===== src/rtl/apb_pkg.sv =====
// Shared APB requester types: FSM states, data widths and stream bundles.
package apb_pkg;

    localparam int APB_DATA_WIDTH = 32;
    localparam int APB_STRB_WIDTH = 4;

    typedef enum logic [1:0] {
        IDLE,
        SETUP,
        ACCESS,
        RESP
    } apb_state_t;

    typedef struct packed {
        logic                      write;
        logic [APB_DATA_WIDTH-1:0] wdata;
        logic [APB_STRB_WIDTH-1:0] strb;
    } apb_cmd_t;

    typedef struct packed {
        logic [APB_DATA_WIDTH-1:0] rdata;
        logic                      slverr;
    } apb_rsp_t;

    // Reads never assert byte strobes.
    function automatic logic [APB_STRB_WIDTH-1:0] apb_strb(input apb_cmd_t c);
        return c.write ? c.strb : '0;
    endfunction

endpackage


===== src/rtl/apb_master.sv =====
// Single-outstanding APB4 requester: command stream in, APB phases out,
// completion (rdata, slverr, wait count) returned on a response stream.
module apb_master
    import apb_pkg::*;
#(
    parameter int ADDR_WIDTH = 1,
    parameter int WAIT_WIDTH = 8
) (
    input  logic                      PCLK,
    input  logic                      PRESETn,
    input  logic                      cmd_valid,
    output logic                      cmd_ready,
    input  logic                      cmd_write,
    input  logic [ADDR_WIDTH-1:0]     cmd_addr,
    input  logic [APB_DATA_WIDTH-1:0] cmd_wdata,
    input  logic [APB_STRB_WIDTH-1:0] cmd_strb,
    output logic                      rsp_valid,
    input  logic                      rsp_ready,
    output logic [APB_DATA_WIDTH-1:0] rsp_rdata,
    output logic                      rsp_slverr,
    output logic [WAIT_WIDTH-1:0]     rsp_waits,
    output logic [ADDR_WIDTH-1:0]     PADDR,
    output logic                      PSEL,
    output logic                      PENABLE,
    output logic                      PWRITE,
    output logic [APB_DATA_WIDTH-1:0] PWDATA,
    output logic [APB_STRB_WIDTH-1:0] PSTRB,
    input  logic                      PREADY,
    input  logic [APB_DATA_WIDTH-1:0] PRDATA,
    input  logic                      PSLVERR
);

    apb_state_t state;
    apb_cmd_t   cmd;
    apb_rsp_t   rsp;
    logic       take;

    always_comb begin
        cmd       = '0;
        cmd.write = cmd_write;
        cmd.wdata = cmd_wdata;
        cmd.strb  = cmd_strb;
    end

    // Gated by reset so every output reads 0 while PRESETn is low.
    assign cmd_ready = PRESETn &&
                       (state == IDLE || (state == RESP && rsp_ready));
    assign take = cmd_valid && cmd_ready;

    assign rsp_rdata  = rsp.rdata;
    assign rsp_slverr = rsp.slverr;

    always_ff @(posedge PCLK or negedge PRESETn) begin
        if (!PRESETn) begin
            state     <= IDLE;
            PADDR     <= '0;
            PSEL      <= 1'b0;
            PENABLE   <= 1'b0;
            PWRITE    <= 1'b0;
            PWDATA    <= '0;
            PSTRB     <= '0;
            rsp_valid <= 1'b0;
            rsp       <= '0;
            rsp_waits <= '0;
        end else if (take) begin
            state     <= SETUP;
            PADDR     <= cmd_addr;
            PSEL      <= 1'b1;
            PENABLE   <= 1'b0;
            PWRITE    <= cmd.write;
            PSTRB     <= apb_strb(cmd);
            rsp_valid <= 1'b0;
            rsp_waits <= '0;
            // Reads leave PWDATA untouched to avoid needless toggling.
            if (cmd.write) begin
                PWDATA <= cmd.wdata;
            end
        end else begin
            unique case (state)
                IDLE: begin
                end
                SETUP: begin
                    PENABLE <= 1'b1;
                    state   <= ACCESS;
                end
                ACCESS: begin
                    if (PREADY) begin
                        rsp.rdata  <= PWRITE ? '0 : PRDATA;
                        rsp.slverr <= PSLVERR;
                        PSEL       <= 1'b0;
                        PENABLE    <= 1'b0;
                        rsp_valid  <= 1'b1;
                        state      <= RESP;
                    end else if (rsp_waits != '1) begin
                        rsp_waits <= rsp_waits + 1'b1;
                    end
                end
                RESP: begin
                    if (rsp_ready) begin
                        rsp_valid <= 1'b0;
                        state     <= IDLE;
                    end
                end
                default: state <= IDLE;
            endcase
        end
    end

endmodule


===== config.mk =====
export PLATFORM = sky130hd
export DESIGN_NAME = apb_master
export DESIGN_NICKNAME = d
export VERILOG_FILES = /design/src/rtl/apb_pkg.sv /design/src/rtl/apb_master.sv
export SDC_FILE = /design/constraint.sdc
export NUM_CORES = 1
export LEC_CHECK = 0
export ABC_AREA = 0
export BUFFER_PORTS_ARGS = -buffer_cell sky130_fd_sc_hd__buf_4
export CORE_ASPECT_RATIO = 0.6
export CORE_MARGIN = 4
export CORE_UTILIZATION = 40
export DETAILED_ROUTE_END_ITERATION = 10
export PLACE_DENSITY = 0.68
export SYNTH_ARGS = -nofsm -noshare
export SYNTH_HDL_FRONTEND = slang
export SYNTH_SLANG_ARGS = --single-unit

===== constraint.sdc =====
create_clock -name PCLK -period 3.24 [get_ports PCLK]
set_input_delay 0 -clock PCLK [delete_from_list [all_inputs] [get_ports PCLK]]
set_output_delay 0 -clock PCLK [all_outputs]
set_load 0.1 [all_outputs]

==> results of run 1 <==
final cells by class:
type,instances,share of cell area (%)
inverters,2,0.128
clock buffers,11,4.32
well taps,130,2.78
flip-flops and latches,84,35.9
repair buffers,206,28.3
clock inverters,4,0.834
multi-input cells,180,27.7
stage by stage:
stage | setup WS [ns] | utilization [%] | std cells | cell area (um2)
after floorplan | 1.29 | - | 278 | 3840
after global placement | 1.26 | 55.1 | 557 | 5100
after detailed placement | 1.20 | 55.1 | 557 | 5100
after CTS | 1.03 | 63.2 | 617 | 5850
after global routing | 0.853 | 63.2 | 617 | 5850
final | 1.10 | 63.2 | 617 | 5850
state kept, by name, summed over array words and instances (netlist names):
name	count
PWDATA	32
rsp_rdata	32
rsp_waits	8
PSTRB	4
state	2
PADDR	1
PENABLE	1
PSEL	1
PWRITE	1
rsp_slverr	1
rsp_valid	1
layout by cell type, fill, tap and decap left out, types with 3 or more instances in the layout:
| cell type | count |
|---|---|
| clkbuf_16 | 9 |
| nor2b_1 | 34 |
| mux2_2 | 38 |
| dfrtp_1 | 84 |
| dlygate4sd3_1 | 45 |
| and3_1 | 3 |
| nor3_1 | 3 |
| ha_1 | 6 |
| a21oi_1 | 8 |
| a311oi_1 | 3 |
| mux2_4 | 29 |
| o21ai_0 | 13 |
| mux2i_1 | 3 |
| nand2b_1 | 3 |
| buf_4 | 161 |
| nand2_1 | 12 |
worst max-delay path, delay by kind of cell:
kind	cells	cell delay (ns)
AND/OR/NAND/NOR	1	0.29
buffers and inverters	4	1.81
worst paths after layout:
check | from | to | depth (start not counted)
max reg2reg | state[0]$_DFFE_PN0P_ | rsp_rdata[28]$_DFFE_PN0P_ | 6
max | PRESETn | cmd_ready | 5
max in group asynchronous | PRESETn | PWDATA[3]$_DFFE_PN0P_ | 3
min reg2reg | rsp_rdata[20]$_DFFE_PN0P_ | rsp_rdata[20]$_DFFE_PN0P_ | 1
min | PRDATA[26] | rsp_rdata[26]$_DFFE_PN0P_ | 3
min in group asynchronous | PRESETn | rsp_rdata[28]$_DFFE_PN0P_ | 2
kinds of logic (layout without fill, tap and decap cells):
logic type	Yosys count	after routing
buffers and inverters	14	223
multiplexers	70	70
AO/OA/AOI/OAI	38	38
flip-flops	84	84
AND/OR/NAND/NOR	66	66
adder cells (fa/ha/maj)	6	6
routing by layer:
layer,vias up,wire (um),GRT usage [%]
met4,0,154,4.99
met5,-,0,0
met3,11,710,6.45
li1,1391,-,-
met1,1462,4830,25.4
met2,104,5040,31.4
==> results.yml, run 1 <==
global_routing:
  track_usage_pct: 19.5
  grt_max_degree: 64
  grt_pass1_wl_um: 17500
  grt_pass1_vias: 3173
  gr-total-overflow: 0
  grt_antenna_before_repair: 0
timing:
  fin_crit_ns: 2.14
  rsz0062_at_grt: "false"
  finalMaxSlewViolations: 0
  setup_tns_ns: 0
  finalCritPeriodShare_pct: 65.9
  whs_ns: 0.0235
  maxSlewHeadroom_pct: 38.6
  worst_pin_slew_ns: 0.920
  max_freq_mhz: 468
  setup_violations: 0
  hold_violations: 0
  skew_ns: 0.00352
detailed_routing:
  num_vias: 2968
  drc: 0
  first_pass_iters: 6
  routed_wl_um: 10700
  wl_per_cell_um: 17.4
  ant_nets: 0
  dr.first_iter.drc_count: 123
  vias_per_cell: 4.81
layout:
  seqCellArea_um2: 2100
  area_delta_synth_final_pct: 52.3
  antenna_cells: 0
  final_nets: 565
  fillers: 713
  multi_input_area_um2: 1620
  drive_gt1_share_pct: 51.7
synthesis:
  synth.avg_cell_area_um2: 13.8
  syn_nets: 360
  synth_area_leaders: "dfrtp_1 (55%), mux2_4 (11%), mux2_2 (11%)"
  synth_compound_area_share_pct: 6.71
  synth_top_cell_by_area: "dfrtp_1"
  async_reset_ff_share_pct: 100
  seq_area_frac_synth_pct: 54.7
  synthTopCellsByCount: "dfrtp_1 (84), mux2_2 (38), nor2b_1 (34)"
  yosysWarnings: 0
  synth-seq-cells: 84
  synth_most_common_cell: "dfrtp_1"
  synth-main-ff-cell: "dfrtp_1"
  synthCells: 278
  synth.distinct_cells: 38
  synth.top_cell.area_share_pct: 54.7
  synth_top_family_by_area: "multiplexers"
  syn_area_um2: 3840
  synth_edf_count: 0
  synthMuxAreaShare_pct: 23.2
  synth-xor-area-share_pct: 0
  synthSimpleGateAreaFrac_pct: 10.3
  yosys.area_share.adder_pct: 1.95
clock_network:
  h-tree-depth: 3
  cts_buffers: 9
  clkTransAtPathRegs_ns: 0.06
  hold_buffers: 45
  clock-sinks: 84
  ctsResizeCount: 0
  tritoncts: "done"
  cts_buffer_depth: 2
  cts_root_buffer: "clkbuf_16"
  clk_latency_ns: 0.32
  postCtsSetupBuffers: 0
worst_setup_path:
  cp_cell_sequence: "dlygate4sd3_1 -> buf_4 -> buf_4 -> and2_2 -> buf_4"
  path_class: "input port to output pin"
  end_kind: "output pin"
  rrSetupSlack_ns: 1.17
  cp.required_ns: 3.24
  slowest_delay_ns: 0.70
  cpMaxStageDelayCell: "buf_4"
  crit_fanout: 63
  cp-start-kind: "input port"
  worstPathArrival_ns: 2.14
  cpMostUsedCell: "buf_4"
die:
  design.die.area_um2: 11300
  die_h_um: 83.9
  std_cell_rows: 27
  die_w_um: 135
  core-area_um2: 9260
  start_util_pct: 41.5
  ios: 159
placement:
  place_hpwl_um: 7090
  io_buffers: 158
  gp_congestion: 0.789
outcome:
  status: "completed"
job:
  drv_cap: 0
worst_hold_path:
  worstHoldPathType: "input port to register"
Power of run 1 is left out: the tool's default activity adds up to more than one toggle a clock period on the data nets, which glitch-free logic cannot reach.
==> inputs of run 2 (changes only) <==
ABC_AREA = 1   (was 0)
PLACE_DENSITY = 0.72   (was 0.68)
clock period = 1.8 ns   (was 3.24 ns; I/O delays follow)
==> results.yml, run 2 <==
outcome:
  status: "completed"
synthesis:
  synth.top_cell.area_share_pct: 57.3
  synth-seq-cells: 84
  async_reset_ff_share_pct: 100
  synth_edf_count: 0
  synth_top_cell_by_area: "dfrtp_1"
  syn_nets: 509
  synth.distinct_cells: 21
  syn_area_um2: 3670
  synth_area_leaders: "dfrtp_1 (57%), nand2_1 (19%), nand3_1 (5.7%)"
  seq_area_frac_synth_pct: 57.3
  synthTopCellsByCount: "nand2_1 (181), dfrtp_1 (84), nand3_1 (42)"
  synth-main-ff-cell: "dfrtp_1"
  synth.avg_cell_area_um2: 8.60
  synthCells: 427
  yosysWarnings: 0
  synth_most_common_cell: "nand2_1"
worst_setup_path:
  slowest_delay_ns: 0.42
  worstSetupEndpoint: "rsp_rdata[13]$_DFFE_PN0P_"
  cpMaxStageDelayCell: "dfrtp_1"
  path_depth: 8
  end_kind: "register"
  cp.required_ns: 2.04
  worstPathArrival_ns: 1.89
  cpMostUsedCell: "inv_1"
  reg2reg_depth: 8
  cp_cell_sequence: "inv_1 -> ha_1 -> inv_1 -> nand2_2 -> nand3_4 -> nand3_2 -> clkbuf_16 -> o21ai_0"
  critPathBufInv: 3
  startpoint: "state[0]$_DFFE_PN0P_"
  r2r_start: "state[0]$_DFFE_PN0P_"
  crit_fanout: 33
  r2r_end: "rsp_rdata[13]$_DFFE_PN0P_"
  path_class: "register to register"
  rrSetupSlack_ns: 0.15
  cpLargestDelayFamily: "flip-flops"
  cp-start-kind: "register"
die:
  start_util_pct: 42.1
  ios: 159
  die_w_um: 132
  std_cell_rows: 26
  core-area_um2: 8720
  design.die.area_um2: 10800
  die_h_um: 82.2
timing:
  maxSlewHeadroom_pct: 69.4
  worst_pin_slew_ns: 0.459
  finalWorstSetupSlack_ns: 0.146
  max_freq_mhz: 605
  hold_violations: 0
  fin_crit_ns: 1.65
  finalMaxSlewViolations: 0
  skew_ns: 0.00554
  finalCritPeriodShare_pct: 91.9
  setup_violations: 0
placement:
  gp_congestion: 0.849
  io_buffers: 158
  place_hpwl_um: 7110
  post-place-ws_ns: 0.100
clock_network:
  cts_root_buffer: "clkbuf_16"
  clk_latency_ns: 0.33
  clock-sinks: 84
  cts_buffer_depth: 2
  tritoncts: "done"
  h-tree-depth: 3
  cts_buffers: 9
  clkTransAtPathRegs_ns: 0.06
detailed_routing:
  ant_nets: 0
  wl_per_cell_um: 14.7
  first_pass_iters: 6
  routed_wl_um: 11400
  vias_per_cell: 4.85
  drc: 0
  num_vias: 3747
  dr.first_iter.drc_count: 222
layout:
  layout_commonest_cell: "nand2_1"
  final_nets: 738
  area_delta_synth_final_pct: 63.9
  seqCellArea_um2: 2110
  final_cell_mix: "nand2_1 (180), buf_4 (164), dfrtp_1 (80), dlygate4sd3_1 (71), nand3_1 (42)"
  multi_input_area_um2: 1350
  drive_gt1_share_pct: 30.0
  fillers: 669
  antenna_cells: 0
global_routing:
  grt_max_degree: 85
  grt_antenna_before_repair: 0
  gr-total-overflow: 0
  grt_pass1_vias: 3554
  track_usage_pct: 20.6
  grt_pass1_wl_um: 17900
job:
  drv_cap: 0
worst_hold_path:
  worstHoldPathType: "input port to register"
==> run 2: how the worst min path moves through the flow <==
stage	start	end	slack [ns]	cells after the start
6_report	cmd_valid	PADDR$_DFFE_PN0P_	0.08	4
5_1_grt	cmd_valid	PADDR$_DFFE_PN0P_	0.09	4
4_1_cts	cmd_valid	PSTRB[2]$_DFFE_PN0P_	0.1	3
3_5_place_dp	PRESETn	PSEL$_DFFE_PN0P_	0.16	2
3_3_place_gp	PRESETn	PSEL$_DFFE_PN0P_	0.15	2
2_1_floorplan	PRESETn	PADDR$_DFFE_PN0P_	-0.30	0
==> run 2: routing by layer <==
layer | global-route usage [%] | share of wire [%]
met1 | 26.6 | 44
met2 | 34.2 | 47
met3 | 6.36 | 7.2
met4 | 6.39 | 1.5
met5 | 0 | 0
==> run 2: metrics by stage <==
stage	hold slack, ns	TNS [ns]	util [%]	instance area, um2	cells
after floorplan	-0.296	0	-	3680	427
after global placement	0.155	0	56.9	4960	681
after detailed placement	0.164	0	56.9	4960	681
after CTS	0.0953	0	68.3	5960	768
after global routing	0.0897	-0.00174	69.0	6020	773
final	0.0798	0	69.0	6020	773
==> run 2: cells by family (layout without fill, tap and decap cells) <==
group	after synthesis	in the layout	synth area share (%)
AND/OR/NAND/NOR	241	242	27.5
buffers and inverters	47	280	6.41
adder cells (fa/ha/maj)	6	6	2.04
flip-flops	84	84	57.3
AO/OA/AOI/OAI	49	49	6.82
==> run 2: layout make-up <==
| cell class | instances | share of cell area, % |
|---|---|---|
| clock buffer | 11 | 3.87 |
| tap | 112 | 2.33 |
| sequential | 84 | 35.0 |
| timing repair buffer | 240 | 34.0 |
| multi-input combinational | 297 | 22.4 |
| clock inverter | 5 | 0.874 |
| inverter | 24 | 1.50 |
==> run 2: timing repair <==
item / in CTS / in global routing
setup endpoints to repair: 0 / 43
hold buffers: 71 / 0
hold endpoints to repair: 154 / 0
resized for setup: 0 / 1
buffers inserted: 0 / 3
==> run 2: worst min-delay path: cells and delay by family <==
family / cells / cell delay, ns
buffers and inverters: 1 / 0.13
AND/OR/NAND/NOR: 3 / 0.25
Power of run 2 is left out for the same reason.
